===== src/rtl/mul_ctrl_pkg.sv =====
// Shared types and constants for the multiplier-sharing controller.
// No build macros are used in this file.
package mul_ctrl_pkg;

    typedef enum logic [1:0] {
        IDLE   = 2'd0,
        SETTLE = 2'd1,
        DONE   = 2'd2
    } state_e;

    localparam int MUL_W = 8;

    // Index width for n items, never narrower than one bit.
    function automatic int id_width(input int n);
        return (n > 1) ? $clog2(n) : 1;
    endfunction

endpackage


===== src/rtl/rr_arbiter.sv =====
// Combinational grant selection for the shared multiplier.
// Build macro MUL_SHARE_RR_EN: round-robin from ptr_i; otherwise lowest index wins.
module rr_arbiter
    import mul_ctrl_pkg::*;
#(
    parameter int NUM_REQ = 4,
    parameter int ID_W    = id_width(NUM_REQ)
) (
    input  logic [NUM_REQ-1:0] req_i,
    input  logic [ID_W-1:0]    ptr_i,
    output logic [NUM_REQ-1:0] gnt_o,
    output logic [ID_W-1:0]    idx_o,
    output logic               any_o
);

`ifndef MUL_SHARE_RR_EN
    logic unused_ptr;
    assign unused_ptr = ^ptr_i;
`endif

    always_comb begin
        logic [ID_W-1:0] cand;
        cand  = '0;
        gnt_o = '0;
        idx_o = '0;
        any_o = 1'b0;
        for (int k = 0; k < NUM_REQ; k++) begin
`ifdef MUL_SHARE_RR_EN
            cand = ID_W'((int'(ptr_i) + k) % NUM_REQ);
`else
            cand = ID_W'(k);
`endif
            if (!any_o && req_i[cand]) begin
                any_o       = 1'b1;
                gnt_o[cand] = 1'b1;
                idx_o       = cand;
            end
        end
    end

endmodule


===== src/rtl/mul_share_ctrl.sv =====
// Shares one external 8x8 low-byte multiplier among NUM_REQ requesters.
// Build macro MUL_SHARE_RR_EN selects round-robin arbitration (default: fixed priority).
//
// state  | meaning
// IDLE   | waiting for a request; grant is offered combinationally
// SETTLE | operands registered on mul_a/mul_b, waiting for the multiplier
// DONE   | product held on rsp_* until rsp_ready
module mul_share_ctrl
    import mul_ctrl_pkg::*;
#(
    parameter int NUM_REQ  = 4,
    parameter int WAIT_CYC = 1,
    parameter int ID_W     = id_width(NUM_REQ)
) (
    input  logic                     clk,
    input  logic                     rst_n,
    input  logic [NUM_REQ-1:0]       req_valid,
    output logic [NUM_REQ-1:0]       req_ready,
    input  logic [NUM_REQ*MUL_W-1:0] req_a,
    input  logic [NUM_REQ*MUL_W-1:0] req_b,
    output logic                     rsp_valid,
    input  logic                     rsp_ready,
    output logic [MUL_W-1:0]         rsp_data,
    output logic [ID_W-1:0]          rsp_id,
    output logic [MUL_W-1:0]         mul_a,
    output logic [MUL_W-1:0]         mul_b,
    input  logic [MUL_W-1:0]         mul_out,
    output logic                     busy
);

    localparam int CNT_W = id_width(WAIT_CYC);

    if (WAIT_CYC < 1) begin : g_bad_wait
        $error("mul_share_ctrl: WAIT_CYC must be at least 1");
    end
    if (NUM_REQ < 2 || NUM_REQ > 8) begin : g_bad_num
        $error("mul_share_ctrl: NUM_REQ must be in 2..8");
    end

    state_e             state_q;
    logic [MUL_W-1:0]   opa_q;
    logic [MUL_W-1:0]   opb_q;
    logic [MUL_W-1:0]   rsp_data_q;
    logic [ID_W-1:0]    rsp_id_q;
    logic               rsp_valid_q;
    logic [CNT_W-1:0]   cnt_q;
    logic [CNT_W-1:0]   cnt_d;

    logic [NUM_REQ-1:0] gnt;
    logic [ID_W-1:0]    gnt_idx;
    logic               gnt_any;
    logic [ID_W-1:0]    arb_ptr;
    logic [MUL_W-1:0]   a_lane [NUM_REQ];
    logic [MUL_W-1:0]   b_lane [NUM_REQ];

    for (genvar i = 0; i < NUM_REQ; i++) begin : g_lane
        assign a_lane[i] = req_a[MUL_W*i +: MUL_W];
        assign b_lane[i] = req_b[MUL_W*i +: MUL_W];
    end

`ifdef MUL_SHARE_RR_EN
    logic [ID_W-1:0] ptr_q;
    logic [ID_W-1:0] ptr_d;
    assign ptr_d   = (gnt_idx == ID_W'(NUM_REQ - 1)) ? '0 : gnt_idx + 1'b1;
    assign arb_ptr = ptr_q;
`else
    assign arb_ptr = '0;
`endif

    rr_arbiter #(
        .NUM_REQ (NUM_REQ),
        .ID_W    (ID_W)
    ) u_arb (
        .req_i (req_valid),
        .ptr_i (arb_ptr),
        .gnt_o (gnt),
        .idx_o (gnt_idx),
        .any_o (gnt_any)
    );

    // Grant is only offered in IDLE, and never while reset is asserted.
    assign req_ready = (rst_n && state_q == IDLE) ? gnt : '0;
    assign cnt_d     = cnt_q - 1'b1;

    always_ff @(posedge clk or negedge rst_n) begin
        if (!rst_n) begin
            state_q     <= IDLE;
            opa_q       <= '0;
            opb_q       <= '0;
            rsp_data_q  <= '0;
            rsp_id_q    <= '0;
            rsp_valid_q <= 1'b0;
            cnt_q       <= '0;
`ifdef MUL_SHARE_RR_EN
            ptr_q       <= '0;
`endif
        end else begin
            case (state_q)
                IDLE: begin
                    if (gnt_any) begin
                        opa_q    <= a_lane[gnt_idx];
                        opb_q    <= b_lane[gnt_idx];
                        rsp_id_q <= gnt_idx;
                        cnt_q    <= CNT_W'(WAIT_CYC - 1);
                        state_q  <= SETTLE;
`ifdef MUL_SHARE_RR_EN
                        ptr_q    <= ptr_d;
`endif
                    end
                end
                SETTLE: begin
                    if (cnt_q == '0) begin
                        rsp_data_q  <= mul_out;
                        rsp_valid_q <= 1'b1;
                        state_q     <= DONE;
                    end else begin
                        cnt_q <= cnt_d;
                    end
                end
                DONE: begin
                    if (rsp_ready) begin
                        rsp_valid_q <= 1'b0;
                        state_q     <= IDLE;
                    end
                end
                default: state_q <= IDLE;
            endcase
        end
    end

    assign mul_a     = opa_q;
    assign mul_b     = opb_q;
    assign rsp_valid = rsp_valid_q;
    assign rsp_data  = rsp_data_q;
    assign rsp_id    = rsp_id_q;
    assign busy      = (state_q != IDLE);

endmodule


===== config.mk =====
export PLATFORM = sky130hd
export DESIGN_NAME = mul_share_ctrl
export DESIGN_NICKNAME = d
export VERILOG_FILES = /design/src/rtl/mul_ctrl_pkg.sv /design/src/rtl/rr_arbiter.sv /design/src/rtl/mul_share_ctrl.sv
export SDC_FILE = /design/constraint.sdc
export NUM_CORES = 1
export LEC_CHECK = 0
export CAP_MARGIN = 20
export CORE_MARGIN = 2
export CORE_UTILIZATION = 42
export DETAILED_ROUTE_END_ITERATION = 6
export GPL_TIMING_DRIVEN = 0
export PLACE_DENSITY = 0.84
export SKIP_LAST_GASP = 1
export SLEW_MARGIN = 40
export SYNTH_ARGS = -nofsm -noshare
export SYNTH_HDL_FRONTEND = slang
export SYNTH_SLANG_ARGS = --single-unit

===== constraint.sdc =====
create_clock -name clk -period 3.37 [get_ports clk]
set_input_delay 1.011 -clock clk [delete_from_list [all_inputs] [get_ports clk]]
set_output_delay 1.011 -clock clk [all_outputs]
set_load 0.05 [all_outputs]

==> metrics <==
outcome finished clean; Slew HR 0.6413; htree depth 2; Synth Register Bits 29; cell taking the most area after synthesis dfrtp_1; CTS tree done; layout cells sized above 1 0.1053; GR Util All Layers 0.2465; Worst-Margin Slew 0.5364 ns; total CTS buffers 5; I/O Buffers approximately 110; Leak Pwr ~1.4 nW; die area 5256 µm²; cell with the most instances after synthesis a21oi_1; vias per cell between 5 and 6; busiest grt layer met2; pwr/cell area 760.1 nW/µm²; Starting DRT DRC Count 105; met2 usage 0.4088; critical path peak fanout 11; grt ovf 0; # nets final between 400 and 500; Synth warnings 0; largest net degree at the start of global routing 32; placed cells 389; Rows 24; Die Span Y slightly above 70 µm; Routed wire per std cell 16.10 µm; kind of critical path primary input to output port; DRT Pass-1 Iters 4; Syn Inst Count 228; Setup Viol. Count Final 0; Starting Density 0.4434; Startpoint Class primary input; clock sink count 29; Synth top area share 0.3683; met3 usage 0.03056; dpl hpwl around 5000 µm; final period utilization 0.9548; GR met1 Demand/Resource 0.3377; Setup crit end kind output port; Syn Std Cell Area 1971 µm²; EDFF count, synth 0; final wirelength about 6300 µm; top_reg_cell synth dfrtp_1; Area Overhead vs Synth 63.81%; syn avg cell area between 8 and 9 µm²; IO Count roughly 110; Final Critical Period 3.218 ns; Antenna Cells 0; post-synthesis async set-or-reset flop share 1.000; max cap viols 0; library cells used by synthesis 24; vias in the first global route about 2000; fmax 310.8 MHz; Seq/Total Area, Yosys 0.3683; top cells by area, synth dfrtp_1 37%, a21oi_1 8.6%, a22o_1 7.1%; initial antenna violation count 0; CP required approximately 2.4 ns; DRC Markers 0; core area roughly 4400 µm²; CP arrival between 2 and 2.5 ns; final hold violations 0; via count a little over 2000; Max VDD drop between 0.3 and 0.4 mV; Routed Antenna Nets 0; Die X a little over 70 µm; CTS clk-pin slew, worst paths 0.06 ns; WHS ~0.5 ns; final cell count without fillers slightly below 400; skew final 0.005213 ns; synth cell count leaders 34 x a21oi_1, 29 x dfrtp_1, 18 x clkbuf_1, 18 x inv_1, 18 x o21ai_0; gp weighted congestion between 0.8 and 0.9; Slew Limit Fails 0; RSZ-0062 raised after global routing no; Syn Nets approximately 310; clock buffer depth 2; first-pass GRT wire length ~10000 µm; CTS root buffer clkbuf_8; Hold WC Path Type flop to flop; clk_lat worst skew around 0.28 ns; fillers 355
-- layout make-up --
class	count	area (µm²)	area share
multi-input combinational	158	1091	0.3380
timing repair buffer	109	1084	0.3357
sequential	29	725.7	0.2248
buffer	20	112.6	0.03488
clock buffer	6	72.57	0.02248
inverter	18	67.56	0.02093
tap	52	65.06	0.02016
clock inverter	2	10.01	0.003101
-- logic make-up after synthesis --
kind of cell    count (synthesis)  synth area share
compound gates                 87            0.2673
simple gates                   63            0.2254
buf+inv                        41           0.09333
flops                          29            0.3683
mux                             8           0.04572
-- where the power goes --
| group | switching [mW] | leakage [nW] | total, mW | internal [mW] |
|---|---|---|---|---|
| Combinational | 0.967 | 1.01 | 1.56 | 0.594 |
| Clock | 0.123 | 0.0450 | 0.265 | 0.142 |
| Sequential | 0.104 | 0.327 | 0.627 | 0.524 |
-- layout by cell type, fill, tap and decap left out, types with 2 or more instances in the layout --
master	Yosys	routed
buf_6	4	5
mux2_2	8	8
nand3b_1	16	16
o21ai_0	18	18
dfrtp_1	29	29
clkdlybuf4s15_2	0	2
a21oi_1	34	34
clkinv_2	0	2
clkdlybuf4s50_1	0	101
clkbuf_8	0	5
clkbuf_2	0	3
and3b_1	16	16
nor2b_1	17	17
inv_1	18	18
nor2_1	5	4
clkbuf_1	18	13
a22o_1	16	16
buf_2	0	2
nand2_1	3	3
a31oi_1	16	16
-- critical path, stage by stage --
cell	delay, ns
clkdlybuf4s15_2	0.34
clkbuf_2	0.29
nor4b_2	0.25
buf_2	0.31
-- layer usage --
metal,wire [µm],up-vias
met4,69,0
met2,3134,75
met5,0,-
met1,2788,948
met3,350,5
li1,-,1044
-- registers in the layout, summed over array words and instances (netlist names) --
signal,count
mul_a,8
rsp_data,8
mul_b,8
rsp_valid,1
state_q,2
rsp_id,2
-- worst paths after layout --
kind | cells after the start | slack (ns) | from | end
worst max-delay path | 4 | 0.15 | req_valid[2] | req_ready[2]
worst min-delay path | 1 | 0.50 | rsp_id[1]$_DFFE_PN0P_ | rsp_id[1]$_DFFE_PN0P_
worst max register to register | 4 | 1.86 | state_q[1]$_DFFE_PN0P_ | rsp_id[1]$_DFFE_PN0P_
worst min register to register | 1 | 0.50 | rsp_id[1]$_DFFE_PN0P_ | rsp_id[1]$_DFFE_PN0P_
max in group asynchronous | 1 | 2.55 | rst_n | mul_a[0]$_DFFE_PN0P_
min in group asynchronous | 1 | 0.60 | rst_n | rsp_data[7]$_DFFE_PN0P_
-- metrics by stage --
step / utilization / power [mW] / TNS, ns / setup slack (ns) / instance area [µm²]
6_report: 0.7264 / 2.454 / 0 / 0.1524 / 3228
5_1_grt: 0.7264 / 2.580 / 0 / 0.03469 / 3228
4_1_cts: 0.7266 / 2.466 / -0.01039 / -0.01039 / 3229
3_5_place_dp: 0.7075 / 2.192 / -3.367 / -1.123 / 3144
3_3_place_gp: 0.7086 / 2.161 / -5.732 / -1.596 / 3149
2_1_floorplan: - / 1.637 / -0.1483 / -0.1483 / 1993
-- what timing repair did --
action	in CTS	in global routing
gates resized for setup	25	8
setup buffers	0	0
endpoints found under the setup margin	4	3
hold buffers	0	0
Power figures use the tool's default switching activity.
